--- src/rtl/usb_rx_pkg.sv ---
// Shared types and constants for the USB full-speed receive path.
package usb_rx_pkg;

   typedef enum logic [2:0] {
      IDLE,
      SYNC,
      DATA,
      EOP_CHK,
      ERROR
   } rxState_e;

   typedef enum logic [1:0] {
      LINE_J,
      LINE_K,
      LINE_SE0
   } lineState_e;

   localparam logic [7:0] SYNC_BYTE   = 8'h80;
   localparam int         STUFF_LIMIT = 6;

   // Both lines high is not a legal driven state; it is folded into SE0.
   function automatic lineState_e decodeLine(input logic dPlus, input logic dMinus);
      lineState_e line;
      if (dPlus && !dMinus) begin
         line = LINE_J;
      end else if (!dPlus && dMinus) begin
         line = LINE_K;
      end else begin
         line = LINE_SE0;
      end
      return line;
   endfunction

endpackage

--- src/rtl/rx_bit_sampler.sv ---
// Bit recovery front end: optional input synchronizer (RX_INPUT_SYNC_EN),
// edge-resynchronised sample counter, sample strobe and NRZI decoding.
module rx_bit_sampler
   import usb_rx_pkg::*;
#(
   parameter int CLKS_PER_BIT = 8,
   parameter int SAMPLE_POINT = 3
) (
   input  logic clk,
   input  logic n_rst,
   input  logic dPlus_i,
   input  logic dMinus_i,
   output logic sample_o,
   output logic bit_o,
   output logic se0_o,
   output logic lineJ_o,
   output logic kEdge_o
);

   localparam int CW = (CLKS_PER_BIT > 2) ? $clog2(CLKS_PER_BIT) : 1;
   localparam logic [CW-1:0] CNT_MAX    = CW'(CLKS_PER_BIT - 1);
   localparam logic [CW-1:0] CNT_SAMPLE = CW'(SAMPLE_POINT);

   logic dPlus;
   logic dMinus;

`ifdef RX_INPUT_SYNC_EN
   logic [1:0] dPlusSync_q;
   logic [1:0] dMinusSync_q;

   // Two-flop synchronizers on each pin; they reset to the idle J level.
   always_ff @(posedge clk) begin
      if (!n_rst) begin
         dPlusSync_q  <= 2'b11;
         dMinusSync_q <= 2'b00;
      end else begin
         dPlusSync_q  <= {dPlusSync_q[0], dPlus_i};
         dMinusSync_q <= {dMinusSync_q[0], dMinus_i};
      end
   end

   assign dPlus  = dPlusSync_q[1];
   assign dMinus = dMinusSync_q[1];
`else
   assign dPlus  = dPlus_i;
   assign dMinus = dMinus_i;
`endif

   lineState_e      lineNow;
   lineState_e      lineLast_q;
   lineState_e      lineLast_d;
   logic [CW-1:0]   cnt_q;
   logic [CW-1:0]   cnt_d;
   logic            level_q;
   logic            level_d;
   logic            jkEdge;

   assign lineNow  = decodeLine(dPlus, dMinus);
   assign jkEdge   = ((lineNow == LINE_J) && (lineLast_q == LINE_K)) ||
                     ((lineNow == LINE_K) && (lineLast_q == LINE_J));
   assign kEdge_o  = (lineNow == LINE_K) && (lineLast_q == LINE_J);
   assign se0_o    = (lineNow == LINE_SE0);
   assign lineJ_o  = (lineNow == LINE_J);
   // No sample on an edge cycle, so the level just entered is never mistaken for the old bit.
   assign sample_o = (cnt_q == CNT_SAMPLE) && !jkEdge;
   assign bit_o    = ~(lineJ_o ^ level_q);

   // Counter restarts on every J/K edge to track transmitter drift; level remembers the last J/K sample.
   always_comb begin
      lineLast_d = lineNow;
      cnt_d      = cnt_q;
      level_d    = level_q;
      if (jkEdge || (cnt_q == CNT_MAX)) begin
         cnt_d = '0;
      end else begin
         cnt_d = cnt_q + CW'(1);
      end
      if (sample_o && !se0_o) begin
         level_d = lineJ_o;
      end
   end

   // Sampler state register; previous level starts at J.
   always_ff @(posedge clk) begin
      if (!n_rst) begin
         lineLast_q <= LINE_J;
         cnt_q      <= '0;
         level_q    <= 1'b1;
      end else begin
         lineLast_q <= lineLast_d;
         cnt_q      <= cnt_d;
         level_q    <= level_d;
      end
   end

endmodule

--- src/rtl/byte_receiver.sv ---
// USB full-speed receive byte engine: unstuffing, SYNC check, LSB-first byte
// assembly and EOP detection. RX_INPUT_SYNC_EN adds a pin synchronizer.
module byte_receiver
   import usb_rx_pkg::*;
#(
   parameter int CLKS_PER_BIT = 8,
   parameter int SAMPLE_POINT = 3
) (
   input  logic       clk,
   input  logic       n_rst,
   input  logic       d_plus,
   input  logic       d_minus,
   output logic [7:0] rcv_byte,
   output logic       byte_ready,
   output logic       rcving,
   output logic       rcv_error,
   output logic       eop
);

   logic sampleStb;
   logic rxBit;
   logic se0;
   logic lineJ;
   logic kEdge;

   rx_bit_sampler #(
      .CLKS_PER_BIT(CLKS_PER_BIT),
      .SAMPLE_POINT(SAMPLE_POINT)
   ) u_sampler (
      .clk      (clk),
      .n_rst    (n_rst),
      .dPlus_i  (d_plus),
      .dMinus_i (d_minus),
      .sample_o (sampleStb),
      .bit_o    (rxBit),
      .se0_o    (se0),
      .lineJ_o  (lineJ),
      .kEdge_o  (kEdge)
   );

   rxState_e   state_q, state_d;
   logic [7:0] shift_q, shift_d;
   logic [2:0] bitCnt_q, bitCnt_d;
   logic [2:0] ones_q, ones_d;
   logic       se0Seen_q, se0Seen_d;
   logic [7:0] rcvByte_q, rcvByte_d;
   logic       byteReady_q, byteReady_d;
   logic       rcving_q, rcving_d;
   logic       rcvError_q, rcvError_d;
   logic       eop_q, eop_d;
   logic [7:0] newByte;
   logic       stuffPending;

   assign newByte      = {rxBit, shift_q[7:1]};
   assign stuffPending = (ones_q == 3'(STUFF_LIMIT));

   // Packet FSM: unstuffs bits, checks SYNC, assembles bytes and validates EOP.
   always_comb begin
      state_d     = state_q;
      shift_d     = shift_q;
      bitCnt_d    = bitCnt_q;
      ones_d      = ones_q;
      se0Seen_d   = se0Seen_q;
      rcvByte_d   = rcvByte_q;
      byteReady_d = 1'b0;
      rcving_d    = rcving_q;
      rcvError_d  = rcvError_q;
      eop_d       = 1'b0;
      unique case (state_q)
         IDLE: begin
            if (kEdge) begin
               state_d    = SYNC;
               rcving_d   = 1'b1;
               rcvError_d = 1'b0;
               bitCnt_d   = '0;
               ones_d     = '0;
               se0Seen_d  = 1'b0;
            end
         end
         SYNC, DATA: begin
            if (sampleStb && se0) begin
               if (state_q == SYNC) begin
                  rcvError_d = 1'b1;
                  state_d    = ERROR;
                  se0Seen_d  = 1'b1;
               end else begin
                  state_d   = EOP_CHK;
                  se0Seen_d = 1'b0;
                  if (bitCnt_q != 3'd0) begin
                     rcvError_d = 1'b1;
                  end
               end
            end else if (sampleStb) begin
               if (stuffPending) begin
                  ones_d = '0;
                  if (rxBit) begin
                     rcvError_d = 1'b1;
                     state_d    = ERROR;
                     se0Seen_d  = 1'b0;
                  end
               end else begin
                  ones_d   = rxBit ? (ones_q + 3'd1) : 3'd0;
                  shift_d  = newByte;
                  bitCnt_d = bitCnt_q + 3'd1;
                  if (bitCnt_q == 3'd7) begin
                     if (state_q == SYNC) begin
                        if (newByte == SYNC_BYTE) begin
                           state_d = DATA;
                        end else begin
                           rcvError_d = 1'b1;
                           state_d    = ERROR;
                           se0Seen_d  = 1'b0;
                        end
                     end else begin
                        rcvByte_d   = newByte;
                        byteReady_d = 1'b1;
                     end
                  end
               end
            end
         end
         EOP_CHK: begin
            if (sampleStb) begin
               if (!se0Seen_q) begin
                  if (se0) begin
                     se0Seen_d = 1'b1;
                  end else begin
                     rcvError_d = 1'b1;
                     state_d    = ERROR;
                  end
               end else if (lineJ) begin
                  eop_d    = 1'b1;
                  rcving_d = 1'b0;
                  state_d  = IDLE;
               end else if (!se0) begin
                  rcvError_d = 1'b1;
                  state_d    = ERROR;
                  se0Seen_d  = 1'b0;
               end
            end
         end
         ERROR: begin
            if (sampleStb) begin
               if (se0) begin
                  se0Seen_d = 1'b1;
               end else if (se0Seen_q && lineJ) begin
                  rcving_d = 1'b0;
                  state_d  = IDLE;
               end else begin
                  se0Seen_d = 1'b0;
               end
            end
         end
         default: begin
            state_d = IDLE;
         end
      endcase
   end

   // Receiver state and output registers.
   always_ff @(posedge clk) begin
      if (!n_rst) begin
         state_q     <= IDLE;
         shift_q     <= '0;
         bitCnt_q    <= '0;
         ones_q      <= '0;
         se0Seen_q   <= 1'b0;
         rcvByte_q   <= '0;
         byteReady_q <= 1'b0;
         rcving_q    <= 1'b0;
         rcvError_q  <= 1'b0;
         eop_q       <= 1'b0;
      end else begin
         state_q     <= state_d;
         shift_q     <= shift_d;
         bitCnt_q    <= bitCnt_d;
         ones_q      <= ones_d;
         se0Seen_q   <= se0Seen_d;
         rcvByte_q   <= rcvByte_d;
         byteReady_q <= byteReady_d;
         rcving_q    <= rcving_d;
         rcvError_q  <= rcvError_d;
         eop_q       <= eop_d;
      end
   end

   assign rcv_byte   = rcvByte_q;
   assign byte_ready = byteReady_q;
   assign rcving     = rcving_q;
   assign rcv_error  = rcvError_q;
   assign eop        = eop_q;

endmodule

--- config.mk ---
export PLATFORM = sky130hd
export DESIGN_NAME = byte_receiver
export DESIGN_NICKNAME = d
export VERILOG_FILES = /design/src/rtl/usb_rx_pkg.sv /design/src/rtl/rx_bit_sampler.sv /design/src/rtl/byte_receiver.sv
export SDC_FILE = /design/constraint.sdc
export NUM_CORES = 1
export LEC_CHECK = 0
export ABC_AREA = 1
export BUFFER_PORTS_ARGS = -buffer_cell sky130_fd_sc_hd__buf_2
export CAP_MARGIN = 20
export CORE_MARGIN = 3
export CORE_UTILIZATION = 45
export CTS_CLUSTER_DIAMETER = 30
export DETAILED_ROUTE_END_ITERATION = 8
export GPL_ROUTABILITY_DRIVEN = 0
export GPL_TIMING_DRIVEN = 0
export SLEW_MARGIN = 20
export SYNTH_ARGS = -nofsm -noshare
export SYNTH_HDL_FRONTEND = slang
export SYNTH_SLANG_ARGS = --single-unit
--- constraint.sdc ---
create_clock -name clk -period 3.25 [get_ports clk]
set_input_delay 0.975 -clock clk [delete_from_list [all_inputs] [get_ports clk]]
set_output_delay 0.975 -clock clk [all_outputs]
set_load 0.01 [all_outputs]
; ---- Yosys cells after proc, flatten, opt, wreduce, memory -nomap -nowiden
; Cells that the tools add are included.
[classes]
n_mux = 70
n_reduce_logical = 34
bitwise = 9
multipliers = 0
eq_ne = 30
order_cmp = 0
div = 0
n_addsub = 3
shift = 0
[op_table]
columns = op, n
row1 = $mux W3, 24
row2 = $mux W1, 38
row3 = $ne A2 B2 Y1 const B, 10
row4 = $ne A4 B4 Y1 const B, 5
row5 = $reduce_and A10 Y1, 2
row6 = $eq A3 B3 Y1 const B, 4
row7 = $pmux W3 S2, 2
row8 = $pmux W3 S4, 1
row9 = $reduce_and A4 Y1, 3
row10 = $add A3 B1 Y3 const B, 3
row11 = $eq A3 B2 Y1 const B, 3
row12 = $ne A3 B3 Y1 const B, 3
row13 = $reduce_and A9 Y1, 1
row14 = $reduce_bool A3 Y1, 3
row15 = $eq A8 B8 Y1 const B, 1
row16 = $logic_and A1 B1 Y1, 8
row17 = $not A1 Y1, 8
row18 = $reduce_and A8 Y1, 1
row19 = $pmux W1 S3, 2
row20 = $reduce_and A6 Y1, 1
row21 = $reduce_or A6 Y1, 1
row22 = $reduce_and A5 Y1, 1
row23 = $eq A2 B1 Y1 const B, 2
row24 = $logic_not A1 Y1, 4
row25 = other kinds (11), 15
[totals]
mem_count = 0
output_inout_bits = 12
register_bits = 36
mem_bits_rw = 0
mem_bits_ro = 0
latchBits = 0
input_bits = 4

; ---- Logic depth before layout (Yosys ltp)
[depth]
word_depth = 15
ltp_mapped = 13
ltp_nobuf = 13

; ---- Modules after synthesis
; A second synthesis with hierarchy kept.
[unflattened]
cells_unflattened = 261
hier_area_um2 = 1909.3
[by_module_without_submodules]
columns = module, cells_per_inst, n_inst, area_each_um2, seq_area_each_um2
row1 = byte_receiver, 223, 1, 1604.0, 580.6
row2 = rx_bit_sampler, 38, 1, 305.3, 120.1

; ---- Worst setup path before layout
; No wires, ideal clock.
[synth_path]
kind = in2reg
start = input port d_minus
end = register shift_q[1]
arrival_time_ns = 2.093
setup_time_ns = 0.119
required_time_ns = 3.131
cell_stages = 10
setup_slack_ns = 1.038
cell_sequence = inv_1 > ha_1 > nand3_2 > nand3_4 > nor2_2 > nand2_1 > nor2_4 > inv_2 > o21ai_0 > a21oi_1
[synth_via]
elab_chain_len = 11
[synth_lines]
columns = item, line_no
row1 = from (decl), byte_receiver.sv:12  ; input logic d_minus,
row2 = $logic_and A1 B1 Y1 or $logic_not A1 Y1 (tied branches), "usb_rx_pkg.sv:26, usb_rx_pkg.sv:24"
row3 = $mux W2 or $logic_and A1 B1 Y1 (tied branches), "usb_rx_pkg.sv:26, usb_rx_pkg.sv:24"
row4 = $mux W2 (*), usb_rx_pkg.sv:24  ; if (dPlus && !dMinus) begin
row5 = $logic_not A2 Y1 (*), n/a
row6 = via lineJ, byte_receiver.sv:23  ; logic lineJ;
row7 = $logic_and A1 B1 Y1 (*), rx_bit_sampler.sv:59  ; assign jkEdge = ((lineNow == LINE_J) && (lineLast_q == LINE_K)) ||
row8 = $logic_or A1 B1 Y1 (*), rx_bit_sampler.sv:59
row9 = $logic_not A1 Y1 (*), rx_bit_sampler.sv:65  ; assign sample_o = (cnt_q == CNT_SAMPLE) && !jkEdge;
row10 = $logic_and A1 B1 Y1 (*), rx_bit_sampler.sv:65
row11 = $logic_and A1 B1 Y1, byte_receiver.sv:81  ; if (sampleStb && se0) begin
row12 = $not A1 Y1 (no source line), n/a
row13 = $reduce_and A4 Y1 (no source line) (*), n/a
row14 = to (signal assigned), byte_receiver.sv:175  ; shift_q <= shift_d;
row15 = to (decl), byte_receiver.sv:42  ; logic [7:0] shift_q, shift_d;
; Mark *: on every way through the listed nets, which the timed path passes. The rest lies on a longest branch.
; A chain may end at the register's enable or synchronous reset.

; ---- Worst setup path after layout
; Same ends and word-level chain as after synthesis.

==> results.json <==
{
  "fin_nets": 321,
  "tns_ns": 0,
  "cap_viol_max_count": 0,
  "period_share_pct": 69.1,
  "syn_inst": 284,
  "hold_start": "u_sampler.cnt_q[0]",
  "drc": 0,
  "min_path_type": "reg2reg",
  "wl_per_cell_um": 11.4,
  "antennaDiodeCount": 0,
  "synth_flop_cell": "dfxtp_1",
  "port_buffers": 15,
  "cts_tree": "built",
  "start_kind": "input pin",
  "grt_overflow": 0,
  "min_period_ns": 2.25,
  "die_height_um": 71.4,
  "first_pass_iters": 4,
  "final_util_pct": 53.5,
  "rows": 23,
  "synth-adder-area-share_pct": 7.14,
  "grt_pass1_wl_um": 7390,
  "ys_ff_latch": 35,
  "viasPerCell": 4.84,
  "clockRootBuffer": "clkbuf_8",
  "yosys-top-cells-area": "dfxtp_1, nand2_1, nor2_1",
  "dieArea_sq_um": 5100,
  "worstSetupPathType": "in2reg",
  "drt_iter0_drc": 167,
  "yosys_warnings": 0,
  "relSlewSlack_pct": 64.5,
  "via_count": 1722,
  "required_ns": 3.43,
  "ys_seq_area_share_pct": 36.4,
  "netlist_area_sq_um": 1930,
  "cts_max_path_buffers": 2,
  "initial_core_util_pct": 47.5,
  "timing.rr.start": "u_sampler.cnt_q[0]",
  "worst_slew_pin_slew_ns": 0.533,
  "worst_skew_pair.late_latency_ns": 0.29,
  "synth.area.mux_share_pct": 0,
  "avgSynthCellArea_sq_um": 6.78,
  "cp_max_fo": 8,
  "post_cts_buffers": 0,
  "routed_wl_um": 4070,
  "crit_arrival_ns": 2.43,
  "dpl.hpwl_um": 3160,
  "outcome": "completed",
  "clock_skew_ns": 0.00843,
  "synth_top_area_share_pct": 36.4,
  "first_global_vias": 1689,
  "endpoint_kind": "flip-flop",
  "final-setup-viol-count": 0,
  "cts.sinks": 35,
  "cts_resized": 0,
  "p_leak_uw": 0.00111,
  "die_w_um": 71.4,
  "ir_drop_mv": 0.405,
  "synth_edf_count": 0,
  "startpoint": "d_minus",
  "yosysTopAreaCell": "dfxtp_1",
  "synthTopCellsByCount": "nand2_1, nor2_1, dfxtp_1, inv_1, nand3_1",
  "finalPower_uw": 1420,
  "synth_simple_gate_area_share_pct": 36.4,
  "hold_violations": 0,
  "ys_types": 28,
  "grt_max_degree": 12,
  "grt_usage_pct": 18.2,
  "io_pins": 16,
  "drive_gt1_share_pct": 14.4,
  "core_sq_um": 4060,
  "fmax_mhz": 445,
  "numCtsBuffers": 5,
  "synthArstFlopShare_pct": 0,
  "rsz0062_at_grt": "no",
  "synth_fp_nets": 299,
  "yosysMostFrequentCell": "nand2_1",
  "final_antenna_net_count": 0,
  "clk_pin_slew_ns": 0.07,
  "slew_violations": 0,
  "cts_max_level": 2,
  "synth_compound_area_share_pct": 11.1,
  "ctsHoldBuffers": 0,
  "synth_top_family_by_area": "simple AND/OR/NAND/NOR gates",
  "powerDensity_nw_per_um2": 654,
  "antenna_found_initial": 0,
  "syn_to_final_growth_pct": 12.7,
  "synth_xor_area_share_pct": 0
}
==> cell families after synthesis <==
logic type | count (synthesis)
AND/OR/NAND/NOR | 156
AO/OA/AOI/OAI | 39
adder cells (fa/ha/maj) | 11
buffers and inverters | 43
flip-flops | 35
==> report_power, final <==
part / leakage, uW / switching [uW] / internal, uW
registers: 0.000284 / 34.2 / 479
logic: 0.000777 / 337 / 187
clock network: 0.0000502 / 159 / 224
==> stage by stage <==
step,instances,setup WS [ns],instance area (sq um),hold WS [ns]
floorplan,284,1.04,1930,0.399
CTS,356,0.998,2170,0.427
finish,356,1.00,2170,0.419
global placement,349,0.694,2060,0.417
global route,356,0.811,2170,0.449
detailed placement,349,0.695,2060,0.417
==> critical path: stages <==
cell and delay, ns:
buf_2 0.10, inv_1 0.04, ha_1 0.25, nand3_2 0.15
nand3_4 0.13, nor2_2 0.15, nand2_1 0.13, nor2_4 0.19
inv_2 0.11, o21ai_0 0.15, a21oi_1 0.05
==> layout by cell type (no fill, tap or decap) <==
cell / instances
o211ai_1: 2
nor2_2: 3
nor2_1: 51
nand3b_1: 1
clkbuf_8: 5
nand2_4: 1
bufinv_16: 1
nand3_1: 19
buf_2: 15
a21oi_4: 1
a21oi_1: 16
nor4_1: 1
buf_4: 1
nand2_2: 5
o21ai_0: 17
nor3_1: 1
nand3_2: 3
ha_1: 11
or2_0: 1
inv_2: 3
clkbuf_1: 3
nor2_4: 2
o21ai_1: 2
or2_2: 1
o31ai_1: 1
nand2_1: 64
nand4_1: 2
dfxtp_1: 35
buf_6: 1
nand3_4: 1
clkinvlp_4: 1
inv_1: 35
==> state kept, by name (all words and copies together), names as in the netlist <==
register	count
bitCnt_q	3
byte_ready	1
eop	1
ones_q	3
rcv_byte	8
rcv_error	1
rcving	1
se0Seen_q	1
shift_q	7
state_q	3
u_sampler.cnt_q	3
u_sampler.level_q	1
u_sampler.lineLast_q	2
==> area by class of cell <==
class                   instances  area [sq um]
well taps                      50          62.6
fillers                       425          1890
repair buffers                 15          75.1
clock buffers                   5          68.8
flip-flops and latches         35           701
plain buffers                   5          30.0
clock inverters                 2          37.5
multi-input cells             206          1050
inverters                      38           143
==> metal layers <==
layer	GRT usage [%]	vias up	share of wire, %
li1	-	938	-
met3	3.23	8	4.2
met2	27.3	30	42
met4	8.77	0	2.2
met1	25.2	746	51
met5	0	-	0
==> final timing paths <==
check	to	slack (ns)	cells past startpoint
setup reg to reg	shift_q[1]	1.47	9
setup / recovery	shift_q[1]	1.00	11
hold reg to reg	u_sampler.cnt_q[0]	0.42	1
hold / removal	u_sampler.cnt_q[0]	0.42	1
(Power assumes the default switching activity.)
